## config.mk

```make
export PLATFORM = sky130hd
export DESIGN_NAME = multicycle_ctrl_flat
export DESIGN_NICKNAME = d
export VERILOG_FILES = /design/src/rtl/multicycle_ctrl_pkg.sv /design/src/rtl/multicycle_ctrl_if.sv /design/src/rtl/multicycle_ctrl_alu_decoder.sv /design/src/rtl/multicycle_ctrl.sv /design/src/flat_wrapper.sv
export SDC_FILE = /design/constraint.sdc
export NUM_CORES = 1
export LEC_CHECK = 0
export BUFFER_PORTS_ARGS = -buffer_cell sky130_fd_sc_hd__buf_2
export CAP_MARGIN = 20
export CORE_AREA = 5 5 44 46
export DETAILED_ROUTE_END_ITERATION = 10
export DIE_AREA = 0 0 49 51
export PLACE_DENSITY = 0.74
export SLEW_MARGIN = 20
export SYNTH_ARGS = -nofsm -noshare
export SYNTH_HDL_FRONTEND = slang
export SYNTH_SLANG_ARGS = --single-unit
```

## constraint.sdc

```tcl
create_clock -name clk -period 1.1 [get_ports clk]
set_input_delay 0.055 -clock clk [delete_from_list [all_inputs] [get_ports clk]]
set_output_delay 0.055 -clock clk [all_outputs]
set_load 0.05 [all_outputs]
```

## src/rtl/multicycle_ctrl_pkg.sv

```systemverilog
// Purpose: shared encodings for the multicycle RV32I controller (states, opcodes, branch funct3, ALU codes).
// Latency: n/a (types, constants and one pure helper function only).
// Backpressure: n/a.
// Ports: none. Optional feature macro used elsewhere: MULTICYCLE_CTRL_MEM_STALL_EN.
package multicycle_ctrl_pkg;

    // Five-state instruction pass; codes 3'b101..3'b111 are never entered.
    typedef enum logic [2:0] {
        ST_IF  = 3'b000,
        ST_ID  = 3'b001,
        ST_EX  = 3'b010,
        ST_MEM = 3'b011,
        ST_WB  = 3'b100
    } state_e;

    localparam logic [6:0] OPC_LOAD   = 7'b0000011;
    localparam logic [6:0] OPC_STORE  = 7'b0100011;
    localparam logic [6:0] OPC_BRANCH = 7'b1100011;
    localparam logic [6:0] OPC_OP     = 7'b0110011;
    localparam logic [6:0] OPC_OPIMM  = 7'b0010011;

    localparam logic [2:0] F3_BEQ = 3'b000;
    localparam logic [2:0] F3_BNE = 3'b001;

    typedef enum logic [3:0] {
        ALU_AND = 4'b0000,
        ALU_OR  = 4'b0001,
        ALU_ADD = 4'b0010,
        ALU_SLL = 4'b0011,
        ALU_XOR = 4'b0100,
        ALU_SRL = 4'b0101,
        ALU_SUB = 4'b0110,
        ALU_SLT = 4'b0111,
        ALU_SRA = 4'b1000
    } aluctr_e;

    // Maps funct3 to an ALU op. alt_sub selects SUB for f3=000, alt_sra selects
    // SRA for f3=101; SLTU has no dedicated code and shares SLT.
    function automatic aluctr_e f3_to_aluctr(input logic [2:0] f3,
                                             input logic       alt_sub,
                                             input logic       alt_sra);
        aluctr_e op;
        case (f3)
            3'b000:  op = alt_sub ? ALU_SUB : ALU_ADD;
            3'b001:  op = ALU_SLL;
            3'b010:  op = ALU_SLT;
            3'b011:  op = ALU_SLT;
            3'b100:  op = ALU_XOR;
            3'b101:  op = alt_sra ? ALU_SRA : ALU_SRL;
            3'b110:  op = ALU_OR;
            default: op = ALU_AND;
        endcase
        return op;
    endfunction

endpackage

```

## src/rtl/multicycle_ctrl_if.sv

```systemverilog
// Purpose: controller <-> datapath bundle: instruction/flags in, per-state strobes and ALU controls out.
// Latency: n/a (wires only).
// Backpressure: dReady (only with MULTICYCLE_CTRL_MEM_STALL_EN) lets data memory hold the MEM state.
// Modports: master = controller (drives strobes), slave = datapath/fetch side (drives instr, Zero, dReady).
interface multicycle_ctrl_if #(
    parameter int ALUCTR_W = 4
);
    logic [31:0]         instr;
    logic                Zero;
`ifdef MULTICYCLE_CTRL_MEM_STALL_EN
    logic                dReady;
`endif
    logic                loadPC;
    logic                PCSrc;
    logic                MemRead;
    logic                MemWrite;
    logic                RegWrite;
    logic                MemToReg;
    logic                ALUSrc;
    logic [ALUCTR_W-1:0] ALUCtr;
    logic [2:0]          fsm_state;

`ifdef MULTICYCLE_CTRL_MEM_STALL_EN
    modport master (
        input  instr, Zero, dReady,
        output loadPC, PCSrc, MemRead, MemWrite, RegWrite, MemToReg, ALUSrc, ALUCtr, fsm_state
    );
    modport slave (
        output instr, Zero, dReady,
        input  loadPC, PCSrc, MemRead, MemWrite, RegWrite, MemToReg, ALUSrc, ALUCtr, fsm_state
    );
`else
    modport master (
        input  instr, Zero,
        output loadPC, PCSrc, MemRead, MemWrite, RegWrite, MemToReg, ALUSrc, ALUCtr, fsm_state
    );
    modport slave (
        output instr, Zero,
        input  loadPC, PCSrc, MemRead, MemWrite, RegWrite, MemToReg, ALUSrc, ALUCtr, fsm_state
    );
`endif
endinterface

```

## src/rtl/multicycle_ctrl_alu_decoder.sv

```systemverilog
// Purpose: combinational instr-field decode to ALU operation and B-operand select.
// Latency: 0 cycles (pure combinational).
// Backpressure: none.
// Ports: opcode/funct3/funct7_b5 in; alu_ctr (4b code), alu_src (1 = immediate) out.
module alu_decoder
    import multicycle_ctrl_pkg::*;
(
    input  logic [6:0] opcode,
    input  logic [2:0] funct3,
    input  logic       funct7_b5,
    output aluctr_e    alu_ctr,
    output logic       alu_src
);

    always_comb begin
        alu_ctr = ALU_ADD;
        alu_src = 1'b0;
        case (opcode)
            OPC_LOAD, OPC_STORE: begin
                alu_ctr = ALU_ADD;
                alu_src = 1'b1;
            end
            OPC_BRANCH: begin
                alu_ctr = ALU_SUB;
                alu_src = 1'b0;
            end
            OPC_OP: begin
                alu_ctr = f3_to_aluctr(funct3, funct7_b5, funct7_b5);
                alu_src = 1'b0;
            end
            OPC_OPIMM: begin
                // Bit 30 is part of the immediate except for SRAI, so it never selects SUB here.
                alu_ctr = f3_to_aluctr(funct3, 1'b0, funct7_b5);
                alu_src = 1'b1;
            end
            default: begin
                alu_ctr = ALU_ADD;
                alu_src = 1'b0;
            end
        endcase
    end

endmodule

```

## src/rtl/multicycle_ctrl.sv

```systemverilog
// Purpose: IF/ID/EX/MEM/WB sequencer for the multicycle RV32I datapath; registered per-state strobes.
// Latency: 5 cycles per instruction (loadPC in WB); MEM may stretch with MULTICYCLE_CTRL_MEM_STALL_EN.
// Backpressure: with MULTICYCLE_CTRL_MEM_STALL_EN, LOAD/STORE hold MEM (strobe high) until dReady=1.
// Ports: clk, rst (sync, active-high), bus (multicycle_ctrl_if.master: instr, Zero, [dReady] in;
//        loadPC, PCSrc, MemRead, MemWrite, RegWrite, MemToReg, ALUSrc, ALUCtr, fsm_state out).
module multicycle_ctrl
    import multicycle_ctrl_pkg::*;
#(
    parameter int ALUCTR_W = 4
) (
    input  logic               clk,
    input  logic               rst,
    multicycle_ctrl_if.master  bus
);

    logic [6:0] opcode;
    logic [2:0] funct3;
    logic       is_load;
    logic       is_store;
    logic       is_branch;
    logic       is_reg_write;
    logic       mem_ready;

    aluctr_e    alu_ctr;
    logic       alu_src;

    state_e     state_q, state_d;
    logic       taken_q, taken_d;
    logic       load_pc_q, load_pc_d;
    logic       pc_src_q, pc_src_d;
    logic       mem_read_q, mem_read_d;
    logic       mem_write_q, mem_write_d;
    logic       reg_write_q, reg_write_d;

    assign opcode       = bus.instr[6:0];
    assign funct3       = bus.instr[14:12];
    assign is_load      = (opcode == OPC_LOAD);
    assign is_store     = (opcode == OPC_STORE);
    assign is_branch    = (opcode == OPC_BRANCH) && ((funct3 == F3_BEQ) || (funct3 == F3_BNE));
    assign is_reg_write = is_load || (opcode == OPC_OP) || (opcode == OPC_OPIMM);

`ifdef MULTICYCLE_CTRL_MEM_STALL_EN
    assign mem_ready = bus.dReady;
`else
    assign mem_ready = 1'b1;
`endif

    alu_decoder u_alu_decoder (
        .opcode    (opcode),
        .funct3    (funct3),
        .funct7_b5 (bus.instr[30]),
        .alu_ctr   (alu_ctr),
        .alu_src   (alu_src)
    );

    always_comb begin
        state_d = ST_IF;
        case (state_q)
            ST_IF:   state_d = ST_ID;
            ST_ID:   state_d = ST_EX;
            ST_EX:   state_d = ST_MEM;
            ST_MEM:  state_d = ((is_load || is_store) && !mem_ready) ? ST_MEM : ST_WB;
            ST_WB:   state_d = ST_IF;
            default: state_d = ST_IF;
        endcase

        // BNE is BEQ with the Zero sense flipped; funct3[0] distinguishes them.
        taken_d = taken_q;
        if (state_q == ST_EX) begin
            taken_d = is_branch && (bus.Zero ^ funct3[0]);
        end

        // Strobes are registered, so they are decoded from the state being entered.
        mem_read_d  = (state_d == ST_MEM) && is_load;
        mem_write_d = (state_d == ST_MEM) && is_store;
        load_pc_d   = (state_d == ST_WB);
        pc_src_d    = (state_d == ST_WB) && taken_d;
        reg_write_d = (state_d == ST_WB) && is_reg_write;
    end

    always_ff @(posedge clk) begin
        if (rst) begin
            state_q     <= ST_IF;
            taken_q     <= 1'b0;
            load_pc_q   <= 1'b0;
            pc_src_q    <= 1'b0;
            mem_read_q  <= 1'b0;
            mem_write_q <= 1'b0;
            reg_write_q <= 1'b0;
        end else begin
            state_q     <= state_d;
            taken_q     <= taken_d;
            load_pc_q   <= load_pc_d;
            pc_src_q    <= pc_src_d;
            mem_read_q  <= mem_read_d;
            mem_write_q <= mem_write_d;
            reg_write_q <= reg_write_d;
        end
    end

    assign bus.loadPC    = load_pc_q;
    assign bus.PCSrc     = pc_src_q;
    assign bus.MemRead   = mem_read_q;
    assign bus.MemWrite  = mem_write_q;
    assign bus.RegWrite  = reg_write_q;
    assign bus.MemToReg  = is_load;
    assign bus.ALUSrc    = alu_src;
    assign bus.ALUCtr    = ALUCTR_W'(alu_ctr);
    assign bus.fsm_state = state_q;

endmodule

```

## src/flat_wrapper.sv

```systemverilog
// flat-port wrapper written by rule: the top's interface ports become plain ports
module multicycle_ctrl_flat import multicycle_ctrl_pkg::*;
#(
    parameter int ALUCTR_W = 4
)
  (clk, rst, bus_instr, bus_Zero, bus_loadPC, bus_PCSrc, bus_MemRead, bus_MemWrite, bus_RegWrite, bus_MemToReg, bus_ALUSrc, bus_ALUCtr, bus_fsm_state);
  multicycle_ctrl_if #(.ALUCTR_W(ALUCTR_W)) bus_i ();
  input  logic clk;
  input  logic rst;
  input wire logic [$bits(bus_i.instr)-1:0] bus_instr;
  input wire logic [$bits(bus_i.Zero)-1:0] bus_Zero;
  output wire logic [$bits(bus_i.loadPC)-1:0] bus_loadPC;
  output wire logic [$bits(bus_i.PCSrc)-1:0] bus_PCSrc;
  output wire logic [$bits(bus_i.MemRead)-1:0] bus_MemRead;
  output wire logic [$bits(bus_i.MemWrite)-1:0] bus_MemWrite;
  output wire logic [$bits(bus_i.RegWrite)-1:0] bus_RegWrite;
  output wire logic [$bits(bus_i.MemToReg)-1:0] bus_MemToReg;
  output wire logic [$bits(bus_i.ALUSrc)-1:0] bus_ALUSrc;
  output wire logic [$bits(bus_i.ALUCtr)-1:0] bus_ALUCtr;
  output wire logic [$bits(bus_i.fsm_state)-1:0] bus_fsm_state;
  assign bus_i.instr = bus_instr;
  assign bus_i.Zero = bus_Zero;
  assign bus_loadPC = bus_i.loadPC;
  assign bus_PCSrc = bus_i.PCSrc;
  assign bus_MemRead = bus_i.MemRead;
  assign bus_MemWrite = bus_i.MemWrite;
  assign bus_RegWrite = bus_i.RegWrite;
  assign bus_MemToReg = bus_i.MemToReg;
  assign bus_ALUSrc = bus_i.ALUSrc;
  assign bus_ALUCtr = bus_i.ALUCtr;
  assign bus_fsm_state = bus_i.fsm_state;
  multicycle_ctrl #(.ALUCTR_W(ALUCTR_W)) u_core (.clk(clk), .rst(rst), .bus(bus_i));
endmodule
```

Word-level counts from Yosys, hierarchy flattened --
Cells that the tools add are included.
Operators by class: eq/ne operators 16, muxes and demuxes 8, bitwise logic cells 1, reductions and logical operators 13
Operators by type and width (number):
- case mux 4 bit (6 select lines) | 2
- == test 3 x 2 -> 1 bit, second input constant | 5
- == test 7 x 6 -> 1 bit, second input constant | 2
- == test 3 bit, second input constant | 4
- case mux 3 bit (4 select lines) | 1
- case mux 4 bit (3 select lines) | 1
- == test 7 x 2 -> 1 bit, second input constant | 1
- == test 7 x 5 -> 1 bit, second input constant | 1
- == test 7 bit, second input constant | 1
- == test 3 x 1 -> 1 bit, second input constant | 2
- logical AND 1 bit | 6
- zero test 3 bit | 2
- two-way mux 4 bit | 1
- logical OR 1 bit | 3
- two-way mux 3 bit | 1
- OR reduction 3 bit | 1
- two-way mux 1 bit | 2
- OR reduction 2 bit | 1
- XOR 1 bit | 1
Word-level totals: bits in registers 9, input port bits 35, output and inout port bits 14, logic and storage cells 45

Logic depth before layout (Yosys ltp) --
depth after elaboration 6, mapped depth 4, mapped depth without buffers 4

Hierarchy --
From an unflattened synthesis, not the netlist that was laid out.
Second synthesis, totals: cell total of the unflattened synthesis 48, area total of the unflattened synthesis 445.4 um^2
By module, submodules not included:
- multicycle_ctrl | instances 1, cells each 32, area an instance 341.6 um^2, seq. area each 180.2 um^2
- alu_decoder | instances 1, cells each 16, area an instance 103.8 um^2, seq. area each 0.0 um^2

Least setup slack after synthesis --
OpenSTA, ideal clock, no wires.
path kind input port to output port, start in bus_instr[2], end out bus_ALUCtr[3], arrival 2.116 ns, slack -1.071 ns, stages on the path 4, buffers on the path 0, cells stage by stage nand4bb_4 > nor2_4 > nand3_1 > nor3_1
On the way: cells in the longest elaborated chain, start to end 2
Ends and longest elaborated chain:
- start, declared | line flat_wrapper.sv:10 | input wire logic [$bits(bus_i.instr)-1:0] bus_instr;
- == test 7 x 5 -> 1 bit (tied with other cells) | line multicycle_ctrl_alu_decoder.sv:18 | case (opcode)
- case mux 4 bit (3 select lines) * | line multicycle_ctrl_alu_decoder.sv:18
- end, declared | line flat_wrapper.sv:19 | output wire logic [$bits(bus_i.ALUCtr)-1:0] bus_ALUCtr;
Mark *: on every way between the ends. The rest lies on a longest branch, timed or not.

Worst setup path in the final report --
start in bus_instr[2], end out bus_ALUCtr[1]
Same word-level chain as after synthesis.

==> results.md <==
Global route:
- The total grt overflow is 0.
- The via count of the first global-routing pass came to 478.
- Across every metal layer, demand over resource in global routing totals 0.103.
- The initial antenna violation count is 0.
- Entering global routing, the biggest net connects 9 pins.
- The first global-routing pass estimated 1990 µm of wire.

Placed design:
- Buffers placed on the I/O ports in this run total 27.
- Routability-driven placement finished with a final weighted congestion of about 0.73.
- The HPWL after detailed placement is a little under 1000 µm.
- Once placement completed, the tool counted placed cells totaling 92.
- Prior to clock tree synthesis, the placed netlist has a worst setup slack of -0.0479 ns.

Pwr:
- Power spread over the standard cell area amounts to between 1000 and 1500 nW/µm².
- The share of total power dissipated in sequential elements is 0.454.
- The clock network power share is 0.335.
- The design draws just under 800 µW.
- The reported leakage power is between 0.0003 and 0.0004 µW.
- The net switching power figure is approximately 240 µW.
- The internal power of the cells totals roughly 540 µW.
- The maximum ir drop on the vdd rail is 0.791 mV.
- Of the total power, combinational logic draws 0.211.
- The switching power share of the total is 0.306.

Synthesis:
- The count of flip-flops with a built-in enable after synthesis is 0.
- The share of the Yosys chip area taken by registers is 0.422.
- The number of standard cells after synthesis is 45.
- The commonest cells after synthesis are dfxtp_1, nor3_1, nand2_1.
- For this run, the leading register cell type out of synthesis is dfxtp_1.
- The synthesized netlist net count is 80.
- The number of different library cells used by synthesis comes to 22.
- In the post-synthesis netlist, the cell with the most instances is dfxtp_1.
- After synthesis the netlist holds a flip-flop and latch count of 9.
- The biggest area contributor in the post-synthesis netlist is dfxtp_1.
- The synthesized area per cell is between 9 and 10 µm².
- The share of synthesized area in the top cell type comes to 0.422.
- After synthesis the cells add up to ~430 µm².
- In the post-synthesis netlist, the biggest area contributors are dfxtp_1, nand4bb_4, nor3_1, and3_1, nand4b_1.
- The proportion of register bits with asynchronous set or reset after synthesis is 0.
- The count of yosys warnings during synthesis is 0.

Clock network:
- The clock passes through at most 2 buffers.
- For this design, the sink count on the clock tree is 9.
- The number of clock buffers inserted by TritonCTS is 3.
- The deepest level of the CTS H-tree is 1.
- The clock root buffer is clkbuf_4.
- The source-to-sink clock delay at the later pin of the worst-skew pair is approximately 0.26 ns.
- TritonCTS built the clock tree.
- The CTS clock-pin slew for the worst setup and hold paths is 0.07 ns.
- The number of buffers inserted for hold repair after clock tree synthesis is 0.

Floorplanning:
- The number of placement rows is 14.
- The total core area is between 1000 and 1500 µm².
- The die covers ~2500 µm².
- In this run the vertical extent of the chip is between 50 and 60 µm.
- The initial core utilization is 0.290.
- The number of placed I/O pins is 49.
- The die span in x is 49 µm.

Flow run:
- The tool flagged a number of max-cap violations equal to 0.

Cells and area:
- The net total in the final layout is approximately 120.
- For this run, the number of standard cells in the final layout without fillers is 97.
- After filler insertion, the fill cell instance count of the layout stands at 150.
- The area used by multi-input combinational logic is approximately 290 µm².
- The register area is roughly 180 µm².
- The layout-stage area growth over the synthesis result is 64.2%.
- In the final layout, the share of cells above drive strength 1 is 0.568.
- The number of inserted diodes is 0.
- The post-layout utilization of the core is 0.476.

Worst setup path:
- The critical path capture point type is a primary output.
- The worst setup path is launched from a primary input.
- The worst stage delay on the critical path is 0.23 ns.
- Counting stages on the worst path, the most repeated cell is buf_4.
- The highest net fanout along the worst path is 3.
- Walking the worst path, the cells encountered are buf_2 -> nand4bb_4 -> nor2_4 -> nand3_4 -> buf_4 -> buf_4.
- The required time of the worst setup path is between 1 and 1.5 ns.
- Data on the critical path arrives at its endpoint at roughly 0.99 ns.
- The critical setup path kind is in -> out.
- On the critical path, the stage with the largest delay is an instance of nand4bb_4.

Timing:
- The worst-case clock skew is 0.00379 ns.
- The post-route fraction of the period consumed by the critical path is 0.953.
- The worst path needs around 1.0 ns of the cycle, external delays included.
- The final hold violation count is 0.
- The count of pins over their slew limit is 0.
- For the pin with the worst max-slew slack, the measured transition is around 0.23 ns.
- The worst hold-check slack is around 0.016 ns.
- The worst relative slew slack is 0.845.
- Setup violations remaining at the end of the flow were counted as 0.
- Derived from the worst setup path, the maximum achievable clock frequency is 954 MHz.
- The post-route worst setup slack is slightly above 0.05 ns.

Route:
- The first TritonRoute pass finished after 4 iterations.
- The average routed wire per standard cell is 13.6 µm.
- The routed design has about 1300 µm of wire.
- The number of remaining DRC errors is 0.
- In this run, the number of DRC markers left after iteration 0 of detailed routing was 7.
- Once detail routing completed, the nets flagged for antenna violations numbered 0.
- The via density per instance is approximately 4.8.
- The routed layout has roughly 470 vias.

Outcome:
- The flow ran to the end, and the final reports show no timing, DRC or antenna violations.

Min path:
- The worst hold path class is in -> reg.
metal layers:
| layer | global-route usage | share of wire |
|---|---|---|
| met1 | 0.129 | 0.44 |
| met2 | 0.159 | 0.47 |
| met3 | 0.0174 | 0.093 |
| met4 | 0.0762 | 0 |
| met5 | 0 | 0 |
placed cells by master, fill, tap and decap left out:
master,instances
buf_2,24
buf_4,7
dfxtp_1,6
nand2_1,4
nor2_1,3
nor3_1,3
and3_1,3
clkbuf_4,3
dfxtp_2,3
o21ai_0,2
nand4b_1,2
a21oi_1,2
nand2b_1,2
nor3_2,2
nand4bb_4,1
nor2_4,1
nand3_4,1
nor3_4,1
o211ai_1,1
o2111a_1,1
nor4_2,1
a211oi_2,1
nand3b_1,1
a21o_1,1
xnor2_1,1
xor2_1,1
a21boi_1,1
clkbuf_1,1
buf_6,1
path summary, 6_finish.rpt:
| check | start | to | slack (ns) | cells past startpoint |
|---|---|---|---|---|
| hold / removal | rst | u_core.bus.fsm_state[0] | 0.02 | 2 |
| setup / recovery | bus_instr[2] | bus_ALUCtr[1] | 0.05 | 6 |
| setup reg to reg | u_core.bus.fsm_state[0] | u_core.bus.MemRead | 0.08 | 4 |
| hold reg to reg | u_core.bus.fsm_state[0] | u_core.bus.fsm_state[0] | 0.47 | 1 |
critical path, delay by kind of cell:
kind	cells	cell delay [ns]
buffers and inverters	3	0.42
and+or+nand+nor	3	0.51
power groups by stage:
stage	sequential, µW	clock (µW)	combinational [µW]
6_report	351	259	163
5_1_grt	353	295	174
4_1_cts	351	267	158
3_5_place_dp	359	0	157
3_3_place_gp	358	0	154
2_1_floorplan	394	0	50.1
cell type report:
cell class,count,share of cell area
Timing Repair Buffer,32,0.262
Tap cell,16,0.0286
Clock buffer,4,0.0375
Sequential cell,9,0.262
Multi-Input combinational cell,36,0.409
timing repair:
item	CTS	global route
endpoints found under the setup margin	1	4
gates cloned	0	0
pin swaps	0	3
setup buffers	0	1
gates resized for setup	1	7
cells by family (layout without fill, tap and decap cells):
kind of cell,after synthesis,count (layout),synth area share
DFF,9,9,0.422
AOI/OAI and AO/OA,9,9,0.144
xor gates and xnor gates,2,2,0.0411
buffers and inverters,0,36,0
and+or+nand+nor,25,25,0.393
sequential cells by signal, indices dropped and copies added, names as in the netlist:
signal	count
u_core.bus.fsm_state	3
u_core.taken_q	1
u_core.bus.loadPC	1
u_core.bus.PCSrc	1
u_core.bus.MemRead	1
u_core.bus.MemWrite	1
u_core.bus.RegWrite	1
metrics by stage:
stage | area, µm² | setup TNS, ns
5_1_grt | 701 | -0.00380
4_1_cts | 672 | 0
3_3_place_gp | 643 | -0.0308
6_report | 701 | 0
3_5_place_dp | 643 | -0.0479
2_1_floorplan | 458 | -0.534
No activity file was read; power rests on OpenSTA's default activity.
